**config.mk**
```make
export PLATFORM = sky130hd
export DESIGN_NAME = conf_dma_sequencer
export DESIGN_NICKNAME = d
export VERILOG_FILES = /design/src/rtl/conf_dma_sequencer.sv
export SDC_FILE = /design/constraint.sdc
export NUM_CORES = 1
export LEC_CHECK = 0
export ABC_AREA = 1
export CAP_MARGIN = 20
export CELL_PAD_IN_SITES_DETAIL_PLACEMENT = 2
export CELL_PAD_IN_SITES_GLOBAL_PLACEMENT = 2
export CORE_MARGIN = 10
export CORE_UTILIZATION = 29
export CTS_CLUSTER_DIAMETER = 50
export DETAILED_ROUTE_END_ITERATION = 16
export GPL_ROUTABILITY_DRIVEN = 0
export PLACE_DENSITY_LB_ADDON = 0.1
export SYNTH_ARGS = -nofsm -noshare
export SYNTH_HDL_FRONTEND = slang
export SYNTH_SLANG_ARGS = --single-unit
```
**constraint.sdc**
```tcl
create_clock -name ACLK -period 6.9 [get_ports ACLK]
set_input_delay 2.07 -clock ACLK [delete_from_list [all_inputs] [get_ports ACLK]]
set_output_delay 2.07 -clock ACLK [all_outputs]
set_load 0.05 [all_outputs]
```
**src/rtl/conf_dma_sequencer.sv**
```systemverilog
// conf_dma_sequencer: splits one config-block transfer into fixed-size AXI read and write
// burst commands, and keeps CONFIG_READY low until every write burst has been acknowledged.
module conf_dma_sequencer #(
    parameter int unsigned BEAT_BYTES         = 8,
    parameter int unsigned BURST_BEATS        = 16,
    parameter int unsigned MAX_WR_OUTSTANDING = 8
) (
    input  logic        ACLK,
    input  logic        ARESET,
    input  logic        CONFIG_VALID,
    output logic        CONFIG_READY,
    input  logic [31:0] CONFIG_CMD,
    input  logic [31:0] CONFIG_SRC,
    input  logic [31:0] CONFIG_DEST,
    input  logic [31:0] CONFIG_LEN,
    output logic        RD_CMD_VALID,
    input  logic        RD_CMD_READY,
    output logic [31:0] RD_CMD_ADDR,
    output logic [7:0]  RD_CMD_LEN,
    output logic        WR_CMD_VALID,
    input  logic        WR_CMD_READY,
    output logic [31:0] WR_CMD_ADDR,
    output logic [7:0]  WR_CMD_LEN,
    input  logic        WR_DONE,
    output logic        DONE,
    output logic        BUSY,
    output logic        ERR
);
    localparam int unsigned   OFS       = $clog2(BEAT_BYTES);
    localparam int unsigned   OW        = $clog2(MAX_WR_OUTSTANDING + 1);
    localparam logic [31:0]   LOW_MASK  = 32'(BEAT_BYTES - 1);
    localparam logic [31:0]   BURST_MAX = 32'(BURST_BEATS);
    localparam logic [OW-1:0] OUT_MAX   = OW'(MAX_WR_OUTSTANDING);
    localparam logic [OW-1:0] OUT_ONE   = OW'(1);
    localparam logic [OW-1:0] OUT_ZERO  = OW'(0);

    typedef enum logic [1:0] {
        S_IDLE  = 2'd0,
        S_ISSUE = 2'd1,
        S_DRAIN = 2'd2,
        S_FIN   = 2'd3
    } state_t;

    state_t        r_state;
    state_t        w_state_nxt;
    logic [31:0]   r_rd_addr;
    logic [31:0]   r_wr_addr;
    logic [31:0]   r_rd_rem;
    logic [31:0]   r_wr_rem;
    logic [OW-1:0] r_wr_out;
    logic          r_err;

    logic          w_accept;
    logic          w_go_issue;
    logic          w_misalign;
    logic [31:0]   w_len_beats;
    logic [31:0]   w_rd_beats;
    logic [31:0]   w_wr_beats;
    logic          w_rd_fire;
    logic          w_wr_fire;
    logic          w_done_ok;
    logic          w_spurious;
    logic          w_unused_cmd;

    assign w_unused_cmd = ^CONFIG_CMD[31:1];
    assign w_accept     = (r_state == S_IDLE) && CONFIG_VALID;
    assign w_len_beats  = CONFIG_LEN >> OFS;
    assign w_go_issue   = CONFIG_CMD[0] && (w_len_beats != 32'd0);
    assign w_misalign   = ((CONFIG_SRC & LOW_MASK) != 32'd0) ||
                          ((CONFIG_DEST & LOW_MASK) != 32'd0) ||
                          ((CONFIG_LEN & LOW_MASK) != 32'd0);

    assign w_rd_beats = (r_rd_rem > BURST_MAX) ? BURST_MAX : r_rd_rem;
    assign w_wr_beats = (r_wr_rem > BURST_MAX) ? BURST_MAX : r_wr_rem;

    // VALIDs only depend on registers, so ADDR/LEN cannot move until the handshake completes.
    assign RD_CMD_VALID = (r_state == S_ISSUE) && (r_rd_rem != 32'd0);
    assign WR_CMD_VALID = (r_state == S_ISSUE) && (r_wr_rem != 32'd0) && (r_wr_out < OUT_MAX);
    assign RD_CMD_ADDR  = r_rd_addr;
    assign WR_CMD_ADDR  = r_wr_addr;
    assign RD_CMD_LEN   = w_rd_beats[7:0] - 8'd1;
    assign WR_CMD_LEN   = w_wr_beats[7:0] - 8'd1;

    assign w_rd_fire  = RD_CMD_VALID && RD_CMD_READY;
    assign w_wr_fire  = WR_CMD_VALID && WR_CMD_READY;
    assign w_done_ok  = WR_DONE && (r_wr_out != OUT_ZERO);
    assign w_spurious = WR_DONE && (r_wr_out == OUT_ZERO);

    assign CONFIG_READY = (r_state == S_IDLE);
    assign BUSY         = (r_state != S_IDLE);
    assign DONE         = (r_state == S_FIN);
    assign ERR          = r_err;

    // State register.
    always_ff @(posedge ACLK or posedge ARESET) begin
        if (ARESET) begin
            r_state <= S_IDLE;
        end else begin
            r_state <= w_state_nxt;
        end
    end

    // Next-state decode; ISSUE exit is judged on the registered remaining counts.
    always_comb begin
        w_state_nxt = r_state;
        case (r_state)
            S_IDLE: begin
                if (CONFIG_VALID) begin
                    w_state_nxt = w_go_issue ? S_ISSUE : S_FIN;
                end else begin
                    w_state_nxt = S_IDLE;
                end
            end
            S_ISSUE: begin
                if ((r_rd_rem == 32'd0) && (r_wr_rem == 32'd0)) begin
                    w_state_nxt = S_DRAIN;
                end else begin
                    w_state_nxt = S_ISSUE;
                end
            end
            S_DRAIN: begin
                if (r_wr_out == OUT_ZERO) begin
                    w_state_nxt = S_FIN;
                end else begin
                    w_state_nxt = S_DRAIN;
                end
            end
            S_FIN:   w_state_nxt = S_IDLE;
            default: w_state_nxt = S_IDLE;
        endcase
    end

    // Address/remaining counters per path, outstanding write count and sticky error.
    always_ff @(posedge ACLK or posedge ARESET) begin
        if (ARESET) begin
            r_rd_addr <= 32'd0;
            r_wr_addr <= 32'd0;
            r_rd_rem  <= 32'd0;
            r_wr_rem  <= 32'd0;
            r_wr_out  <= OUT_ZERO;
            r_err     <= 1'b0;
        end else begin
            if (w_accept) begin
                r_rd_addr <= CONFIG_SRC & ~LOW_MASK;
                r_wr_addr <= CONFIG_DEST & ~LOW_MASK;
                r_rd_rem  <= w_go_issue ? w_len_beats : 32'd0;
                r_wr_rem  <= w_go_issue ? w_len_beats : 32'd0;
            end else begin
                if (w_rd_fire) begin
                    r_rd_addr <= r_rd_addr + (w_rd_beats << OFS);
                    r_rd_rem  <= r_rd_rem - w_rd_beats;
                end
                if (w_wr_fire) begin
                    r_wr_addr <= r_wr_addr + (w_wr_beats << OFS);
                    r_wr_rem  <= r_wr_rem - w_wr_beats;
                end
            end

            case ({w_wr_fire, w_done_ok})
                2'b10:   r_wr_out <= r_wr_out + OUT_ONE;
                2'b01:   r_wr_out <= r_wr_out - OUT_ONE;
                default: r_wr_out <= r_wr_out;
            endcase

            if (w_accept) begin
                r_err <= w_misalign | w_spurious;
            end else if (w_spurious) begin
                r_err <= 1'b1;
            end else begin
                r_err <= r_err;
            end
        end
    end
endmodule

```
* After elaboration in Yosys (flattened, before gate mapping)
Cells that the tools add are included. W data, S select, Z words.
Word-level totals: input port bits 134, bits in registers 135, word-level logic and storage cells 71, output and inout bits 86
Operators by class: mux-type cells 19, magnitude comparators 3, eq/ne operators 5, reduce and logical (&&, ||, !) cells 28, bitwise logic cells 1, add/subtract/negate cells 8
Operator list (count):
- $mux W32 | 10
- $reduce_bool A32 Y1 | 6
- $add A32 B32 Y32 | 2
- $gt A32 B5 Y1 const B | 2
- $logic_not A32 Y1 | 2
- $sub A32 B32 Y32 | 2
- $mux W29 | 1
- $sub A8 B1 Y8 const B | 2
- $logic_and A1 B1 Y1 | 10
- $reduce_bool A2 Y1 | 5
- $pmux W2 S4 | 1
- $pmux W4 S2 | 1
- $eq A2 B2 Y1 const B | 3
- $mux W2 | 3
- $add A4 B1 Y4 const B | 1
- $eq A2 B1 Y1 const B | 2
- $logic_not A4 Y1 | 1
- $lt A4 B4 Y1 const B | 1
- $reduce_bool A4 Y1 | 1
- $sub A4 B1 Y4 const B | 1
- $mux W1 | 3
- $logic_not A2 Y1 | 1
- $logic_or A1 B1 Y1 | 2
- $or A1 B1 Y1 | 1

* Longest topological paths before layout
Gate-level depths: netlist (run 1).
word-level depth 6, depth in mapped cells 23, gate-level depth less buffers 23

* Worst setup path before layout (run 1)
Ideal clock, no wire load.
path type reg-to-output, start reg r_rd_rem[28], end out RD_CMD_LEN[2], path slack 2.166 ns, stages on the path, launching flop included 11, required time 4.830 ns, arrival time 2.664 ns, path buffers 0, cells stage by stage dfrtp_1 > nor2_2 > nand2_1 > nor2_1 > nand3_4 > nor2_1 > inv_1 > nor2_1 > inv_1 > ha_1 > xor2_1
Between the ends: word-level cells in the longest chain between the ends 3
RTL lines:
- start, declared | RTL line 48 | logic [31:0] r_rd_rem;
- start signal, assigned | RTL line 146 | r_rd_rem <= w_go_issue ? w_len_beats : 32'd0;
- start signal, assigned | RTL line 151 | r_rd_rem <= r_rd_rem - w_rd_beats;
- $gt A32 B5 Y1 | RTL line 73 | assign w_rd_beats = (r_rd_rem > BURST_MAX) ? BURST_MAX : r_rd_rem;
- $mux W32 | RTL line 73
- $sub A8 B1 Y8 | RTL line 81 | assign RD_CMD_LEN = w_rd_beats[7:0] - 8'd1;
- end, declared | RTL line 19 | output logic [7:0] RD_CMD_LEN,
Every way passes these cells.

* Final worst setup path (run 1)
start reg r_rd_rem[14], end out RD_CMD_LEN[2]
The elaborated chain is that of the path after synthesis.

==> run summary, run 1 <==
Min-Delay Path Class: reg -> reg
Pwr Density: 392.5 nW/µm²
WP buf/inv: 3
crit end category: output pin
met2 Use GR: 36.89%
final worst setup slack: 1.237 ns
Final Instance Area: 14390 µm²
Max-Cap Viols: 0
Synth Warn #: 0
skew final: 0.009298 ns
TritonCTS Sinks: 129
WS Path Type: reg -> out
Highest Clock Rate: 0.1766 GHz
std cell rows: 72
worst flop-to-flop path startpoint: r_rd_rem[14]
# resized after CTS: 0
Iteration-0 DRC Markers: 555
fraction of layout cells with a size suffix above 1: 5.028%
Syn Inst Count: 1725
Fin. Hold Viols: 0
largest net degree at the start of global routing: 54
Critical Path Start Type: register
async set or reset register ratio after synthesis: 100.0%
Post-CTS Setup Bufs: 0
Levels on crit path: 11
Top delay family on crit path: simple AND/OR/NAND/NOR gates
met3 usage: 5.035%
VDD IR max: 0.2613 mV
chip width: 217.7 µm
Critical Path, Cell by Cell: nor2_1 > nand2_1 > nor2_4 > nand3_4 > nor2_1 > inv_1 > nor2_1 > inv_1 > ha_1 > xor2_1 > clkdlybuf4s50_1
Multi-input gate area: 7293 µm²
Max-slew headroom: 41.44%
CP peak stage delay: 0.85 ns
GRT overflow: 0
slowest cell on the critical path: clkdlybuf4s50_1
most frequent cell on the critical path: nor2_1
Synth Cell Area: 11330 µm²
Post-DP HPWL: 39920 µm
Finish-stage setup viols: 0
core box area: 38650 µm²
Worst-path clk slew: 0.07 ns
Critical Path RT: 4.83 ns
post-synth top area cell: dfrtp_1
Top FF cell, synth: dfrtp_1
CTS Hold Buffers Added: 0
synthesized area per cell: 6.571 µm²
RSZ-0062 raised after global routing: false
nets@finish: 2135
register bit count reported by yosys: 129
DR WL/cell: 20.56 µm
CTS tree: yes
number of global-route vias before repair: 14.23k
worst-case reg-to-reg path depth: 20
clk_lat worst skew: 0.45 ns
Static Leakage: 6.479 nW
Starting Density: 29.33%
status: finished, final reports clean
final antenna-violating net count: 0
met1 usage: 26.57%
Die Area: 47390 µm²
die height: 217.7 µm
first-pass GRT wire length: 80420 µm
number of synthesized flops with an enable pin: 0
largest cells by area after synthesis: dfrtp_1 (28%), nand2_1 (12%), nor2_1 (8.9%), ha_1 (6.7%), nand3_1 (6.2%)
Period Utilization, post-route: 82.07%
Reg area: 3228 µm²
I/O pins: 220
fillcell total: 4678
DRC viols: 0
Port Buf Inserts: 182
area share of the largest cell type after synthesis: 28.48%
First-pass DRT Iterations: 4
Post-Place Setup Slack: 1.718 ns
CTS Buffer Depth: 2
Min Clock Period, post-route: 5.663 ns
area grow syn2layout: 26.99%
Total Neg Setup Slack: 0 ns
Top Usage Layer GRT: met2
crit path from: r_rd_rem[14]
Worst Setup EP: RD_CMD_LEN[2]
cts bufs inserted: 17
Clock Tree Root: clkbuf_16
Slew @ Worst Pin: 0.8773 ns
Total Wirelength: 50740 µm
htree depth: 4
GRT Util Overall: 21.48%
Reg2Reg Capture Point: RD_CMD_ADDR[25]
Reg2Reg Setup Slack: 2.91 ns
detailed-route via count: 12.76k
Worst Path Arrival: 3.59 ns
post-synthesis sequential area ratio: 28.48%
Final Core Density: 37.24%
crit path max fanout: 7
initial antenna violation count: 0
post-place instance area: 13810 µm²
pins over their slew limit: 0
DR vias/cell: 5.172
post-synthesis cell type count: 56
## Yosys cell counts, types with 6 or more instances
cell type	number
nand2_1	372
nor2_1	269
inv_1	186
nand3_1	140
dfrtp_1	129
a21oi_1	109
o21ai_0	101
ha_1	61
nor3_1	46
nand4_1	34
a31oi_1	32
xor2_1	30
clkbuf_1	23
o211ai_1	17
nor4_1	15
o21bai_1	13
buf_4	11
nand2_2	11
a22oi_1	10
xnor2_1	9
inv_2	8
buf_2	7
nor2_4	7
nor2_2	6
## area by class of cell
| cell class | instances | share of cell area (%) |
|---|---|---|
| timing repair buffer | 191 | 13.13 |
| sequential | 129 | 22.43 |
| tap | 518 | 4.503 |
| clock inverter | 11 | 0.9649 |
| clock buffer | 20 | 3.103 |
| inverter | 197 | 5.189 |
| antenna | 1 | 0.01739 |
| multi-input combinational | 1401 | 50.67 |
## power by group
part	internal, W	total [W]	leakage (nW)	switching, W
combinational	0.00109	0.00332	4.73	0.00224
sequential	0.00103	0.00136	1.46	0.000332
clock	0.000573	0.000966	0.285	0.000393
total	0.00269	0.00565	6.48	0.00296
## cell usage in the layout, fill, tap and decap left out, types with 4 or more instances in the layout
cell type / netlist / final
nor4_1: 15 / 15
clkdlybuf4s50_1: 0 / 182
clkbuf_16: 0 / 17
a211oi_1: 5 / 5
conb_1: 2 / 52
a22oi_1: 10 / 10
buf_4: 11 / 9
nand3b_1: 4 / 4
nor2_2: 6 / 6
nand3_2: 5 / 5
o221ai_1: 4 / 4
xnor2_1: 9 / 9
nor2_1: 269 / 269
nor2_4: 7 / 7
o211ai_1: 17 / 17
ha_1: 61 / 61
nand2_2: 11 / 11
a21o_1: 4 / 4
xor2_1: 30 / 30
a21oi_2: 5 / 5
a31oi_1: 32 / 32
nand2_1: 372 / 371
o21ai_0: 101 / 101
nor3_1: 46 / 46
a21oi_1: 109 / 109
nand4_1: 34 / 34
inv_1: 186 / 185
nand2_4: 4 / 5
o21bai_1: 13 / 13
clkinv_2: 1 / 7
nand3_1: 140 / 140
inv_2: 8 / 8
dfrtp_1: 129 / 129
o31ai_1: 5 / 5
## flip-flops by register name (all words and copies together), names as in the netlist
name,cells
RD_CMD_ADDR,29
r_state,2
WR_CMD_ADDR,29
ERR,1
r_wr_out,4
r_wr_rem,32
r_rd_rem,32
## through the flow
step / total power [W] / hold slack (ns) / cells
5_1_grt: 0.006124 / 0.5340 / 2467
2_1_floorplan: 0.003534 / 0.4678 / 1775
6_report: 0.005649 / 0.5136 / 2468
3_5_place_dp: 0.004573 / 0.4998 / 2436
4_1_cts: 0.005586 / 0.5124 / 2467
3_3_place_gp: 0.004471 / 0.4917 / 2436
## worst reg2reg max path: cells and delay by family, from the launching register on
kind	cells	cell delay [ns]
adders and majority gates	1	0.35
and+or+nand+nor	14	1.92
DFF	1	0.45
AOI/OAI and AO/OA	3	0.93
buffers and inverters	2	0.22
## kinds of logic after synthesis
family                     after synthesis  synth area share [%]
adders and majority gates               64                 7.263
buffers and inverters                  245                 8.897
and+or+nand+nor                        919                 35.37
AOI/OAI and AO/OA                      327                 16.91
DFF                                    129                 28.48
xor gates and xnor gates                39                 3.014
other                                    2               0.06626
## worst min path at each step
| stage | depth (start not counted) | to | startpoint | slack (ns) |
|---|---|---|---|---|
| 3_3_place_gp | 2 | r_wr_rem[31] | r_wr_rem[31] | 0.49 |
| 4_1_cts | 1 | r_wr_out[0] | r_wr_out[0] | 0.51 |
| 6_report | 1 | r_wr_out[0] | r_wr_out[0] | 0.51 |
| 2_1_floorplan | 1 | r_wr_out[0] | r_wr_out[0] | 0.47 |
| 3_5_place_dp | 1 | r_wr_out[0] | r_wr_out[0] | 0.50 |
| 5_1_grt | 1 | r_wr_out[0] | r_wr_out[0] | 0.53 |
## routing by layer
| layer | up-vias | routed length, µm |
|---|---|---|
| met5 | - | 0 |
| met4 | 0 | 896 |
| met3 | 44 | 2106 |
| met2 | 181 | 24620 |
| met1 | 6385 | 23120 |
| li1 | 6154 | - |
Note: power is estimated with default switching activity, not from simulation.
==> inputs of run 2 (changes only) <==
--- a/config.mk
+++ b/config.mk
@@ -10,7 +10,7 @@
 export CELL_PAD_IN_SITES_DETAIL_PLACEMENT = 2
 export CELL_PAD_IN_SITES_GLOBAL_PLACEMENT = 2
 export CORE_MARGIN = 10
-export CORE_UTILIZATION = 29
+export CORE_UTILIZATION = 26
 export CTS_CLUSTER_DIAMETER = 50
 export DETAILED_ROUTE_END_ITERATION = 16
 export GPL_ROUTABILITY_DRIVEN = 0
==> constraint.sdc (replaced) <==
create_clock -name ACLK -period 5.2 [get_ports ACLK]
set_input_delay 1.56 -clock ACLK [delete_from_list [all_inputs] [get_ports ACLK]]
set_output_delay 1.56 -clock ACLK [all_outputs]
set_load 0.05 [all_outputs]
==> run summary, run 2 (synthesis results as in run 1) <==
Iteration-0 DRC Markers: 565
die height: 228.8 µm
Post-DP HPWL: 41390 µm
initial antenna violation count: 1
Period Utilization, post-route: 95.08%
VDD IR max: 0.2663 mV
DR WL/cell: 20.29 µm
Clock Tree Root: clkbuf_16
Port Buf Inserts: 182
Critical Path, Cell by Cell: nor2_2 > nand2_1 > nor2_1 > nand2_1 > nor2_4 > nand2_4 > nor2_1 > inv_1 > ha_1 > xor2_1 > clkdlybuf4s50_1
Starting Density: 26.31%
worst flop-to-flop path startpoint: r_rd_rem[15]
Post-CTS Setup Bufs: 0
fraction of layout cells with a size suffix above 1: 5.615%
most common cell after layout, fill and taps aside: nand2_1
Worst-path clk slew: 0.07 ns
Highest Clock Rate: 0.2023 GHz
Static Leakage: 6.571 nW
Reg2Reg Capture Point: RD_CMD_ADDR[25]
largest net degree at the start of global routing: 81
detailed-route via count: 12.66k
part of the power in combinational logic: 58.4%
worst-case reg-to-reg path depth: 21
final antenna-violating net count: 0
skew final: 0.01132 ns
std cell rows: 76
cts bufs inserted: 17
switching part of the total: 51.82%
Fin. Hold Viols: 0
Min Clock Period, post-route: 4.944 ns
crit end category: output pin
DRC viols: 0
core box area: 43080 µm²
status: finished, final reports clean
chip width: 228.8 µm
CP peak stage delay: 0.83 ns
hold path startpoint: r_wr_out[0]
Pwr Density: 521.2 nW/µm²
htree depth: 4
Sequential Power Share: 23.6%
Top delay family on crit path: simple AND/OR/NAND/NOR gates
area grow syn2layout: 28.89%
commonest non-fill, non-tap cells in the layout: nand2_1 (371), nor2_1 (269), inv_1 (185)
Critical Path RT: 3.64 ns
Max-slew headroom: 42.16%
Total Wirelength: 51620 µm
slowest cell on the critical path: clkdlybuf4s50_1
Clk network pwr share: 18.0%
CTS Hold Buffers Added: 0
Finish-stage setup viols: 0
GRT overflow: 0
Reg2Reg Setup Slack: 1.18 ns
clk_lat worst skew: 0.49 ns
pins over their slew limit: 0
Hold Crit Depth: 1
Die Area: 52350 µm²
first-pass GRT wire length: 81650 µm
GRT Util Overall: 19.81%
Inserted Diodes: 0
Critical Path Start Type: register
number of global-route vias before repair: 13.99k
WP buf/inv: 2
Final Core Density: 33.91%
Slew @ Worst Pin: 0.8675 ns
P_sw: 0.003946 W
Total Neg Setup Slack: 0 ns
Total Power: 0.007614 W
crit path max fanout: 10
CTS tree: yes
I/O pins: 220
Min-Delay Path Class: reg -> reg
WS Path Type: reg -> out
Max-Cap Viols: 0
nets@finish: 2144
P_int: 0.003669 W
top flop regs: r_rd_rem: 32 flops, r_wr_rem: 32 flops
RSZ-0062 raised after global routing: false
DR vias/cell: 4.978
TritonCTS Sinks: 129
Hold EP: r_wr_out[0]
First-pass DRT Iterations: 5
Worst Path Arrival: 3.38 ns
CTS Buffer Depth: 2
# resized after CTS: 2
## run 2: cell count changes in the layout (fill, tap and decap cells not counted), moves of 2 or more
cell / before / now
buf_4: 9 / 17
clkdlybuf4s50_1: 182 / 178
clkbuf_8: 1 / 4
dlymetal6s2s_1: 0 / 2
## run 2: area by class of cell
| class | count | area, µm² |
|---|---|---|
| Clock buffer | 22 | 484.2 |
| Clock inverter | 10 | 155.1 |
| Fill cell | 5232 | 28470 |
| Inverter | 197 | 747.0 |
| Multi-Input combinational cell | 1401 | 7293 |
| Sequential cell | 129 | 3228 |
| Tap cell | 585 | 732.0 |
| Timing Repair Buffer | 200 | 1969 |
## run 2: worst max path at each step
stage	to	from	depth (start not counted)
floorplan	ERR	ARESET	1
global placement	RD_CMD_LEN[2]	r_rd_rem[15]	11
detailed placement	RD_CMD_LEN[4]	r_rd_rem[15]	13
CTS	RD_CMD_LEN[1]	r_rd_rem[15]	11
global route	RD_CMD_LEN[2]	r_rd_rem[15]	11
finish	WR_CMD_LEN[2]	r_wr_rem[16]	11
## run 2: power by group through the flow
stage               clock [W]  sequential, W  combinational (W)
floorplan                   0        0.00238            0.00231
finish                0.00137        0.00180            0.00445
CTS                   0.00142        0.00180            0.00432
global route          0.00146        0.00186            0.00494
global placement            0        0.00180            0.00419
detailed placement          0        0.00181            0.00430
## run 2: metal layers
| metal | up-vias | share of wire [%] | wire length, µm | track usage [%] |
|---|---|---|---|---|
| li1 | 6159 | - | - | - |
| met1 | 6319 | 47 | 24320 | 25.13 |
| met2 | 154 | 48 | 24800 | 33.57 |
| met3 | 29 | 3.5 | 1795 | 4.133 |
| met4 | 2 | 1.3 | 691 | 4.904 |
| met5 | - | 0.025 | 13 | 0 |
## run 2: worst reg2reg max path, cell delays in order (launching register included)
cell	delay, ns
dfrtp_1	0.43
nor2_1	0.21
nand2_1	0.15
nor2_4	0.18
nand3_4	0.14
nor2_1	0.25
inv_1	0.18
nor2_1	0.23
ha_1	0.25
fa_1	0.28
nand2_1	0.07
inv_1	0.09
nand2_1	0.05
nand2_1	0.13
nand2_1	0.10
o21ai_0	0.37
a211oi_1	0.22
o21ai_0	0.34
nor2_1	0.08
nor2_1	0.10
nand2_1	0.07
nand3_1	0.06
## run 2: through the flow
| stage | worst slack [ns] | hold slack, ns | cells | area, µm² |
|---|---|---|---|---|
| after floorplan | 0.1990 | 0.4678 | 1775 | 11520 |
| after global placement | 0.5876 | 0.4982 | 2512 | 13970 |
| after detailed placement | 0.5146 | 0.5136 | 2512 | 13970 |
| after CTS | 0.05027 | 0.5241 | 2544 | 14610 |
| after global routing | 0.002357 | 0.5404 | 2544 | 14610 |
| final | 0.2557 | 0.5140 | 2544 | 14610 |
==> inputs of run 3 (changes only) <==
--- a/config.mk
+++ b/config.mk
@@ -15,6 +15,7 @@
 export DETAILED_ROUTE_END_ITERATION = 16
 export GPL_ROUTABILITY_DRIVEN = 0
 export PLACE_DENSITY_LB_ADDON = 0.1
+export SKIP_LAST_GASP = 1
 export SYNTH_ARGS = -nofsm -noshare
 export SYNTH_HDL_FRONTEND = slang
 export SYNTH_SLANG_ARGS = --single-unit
==> results of run 3 <==
Same layout as run 2: the final DEF is identical, and so are final timing and power.
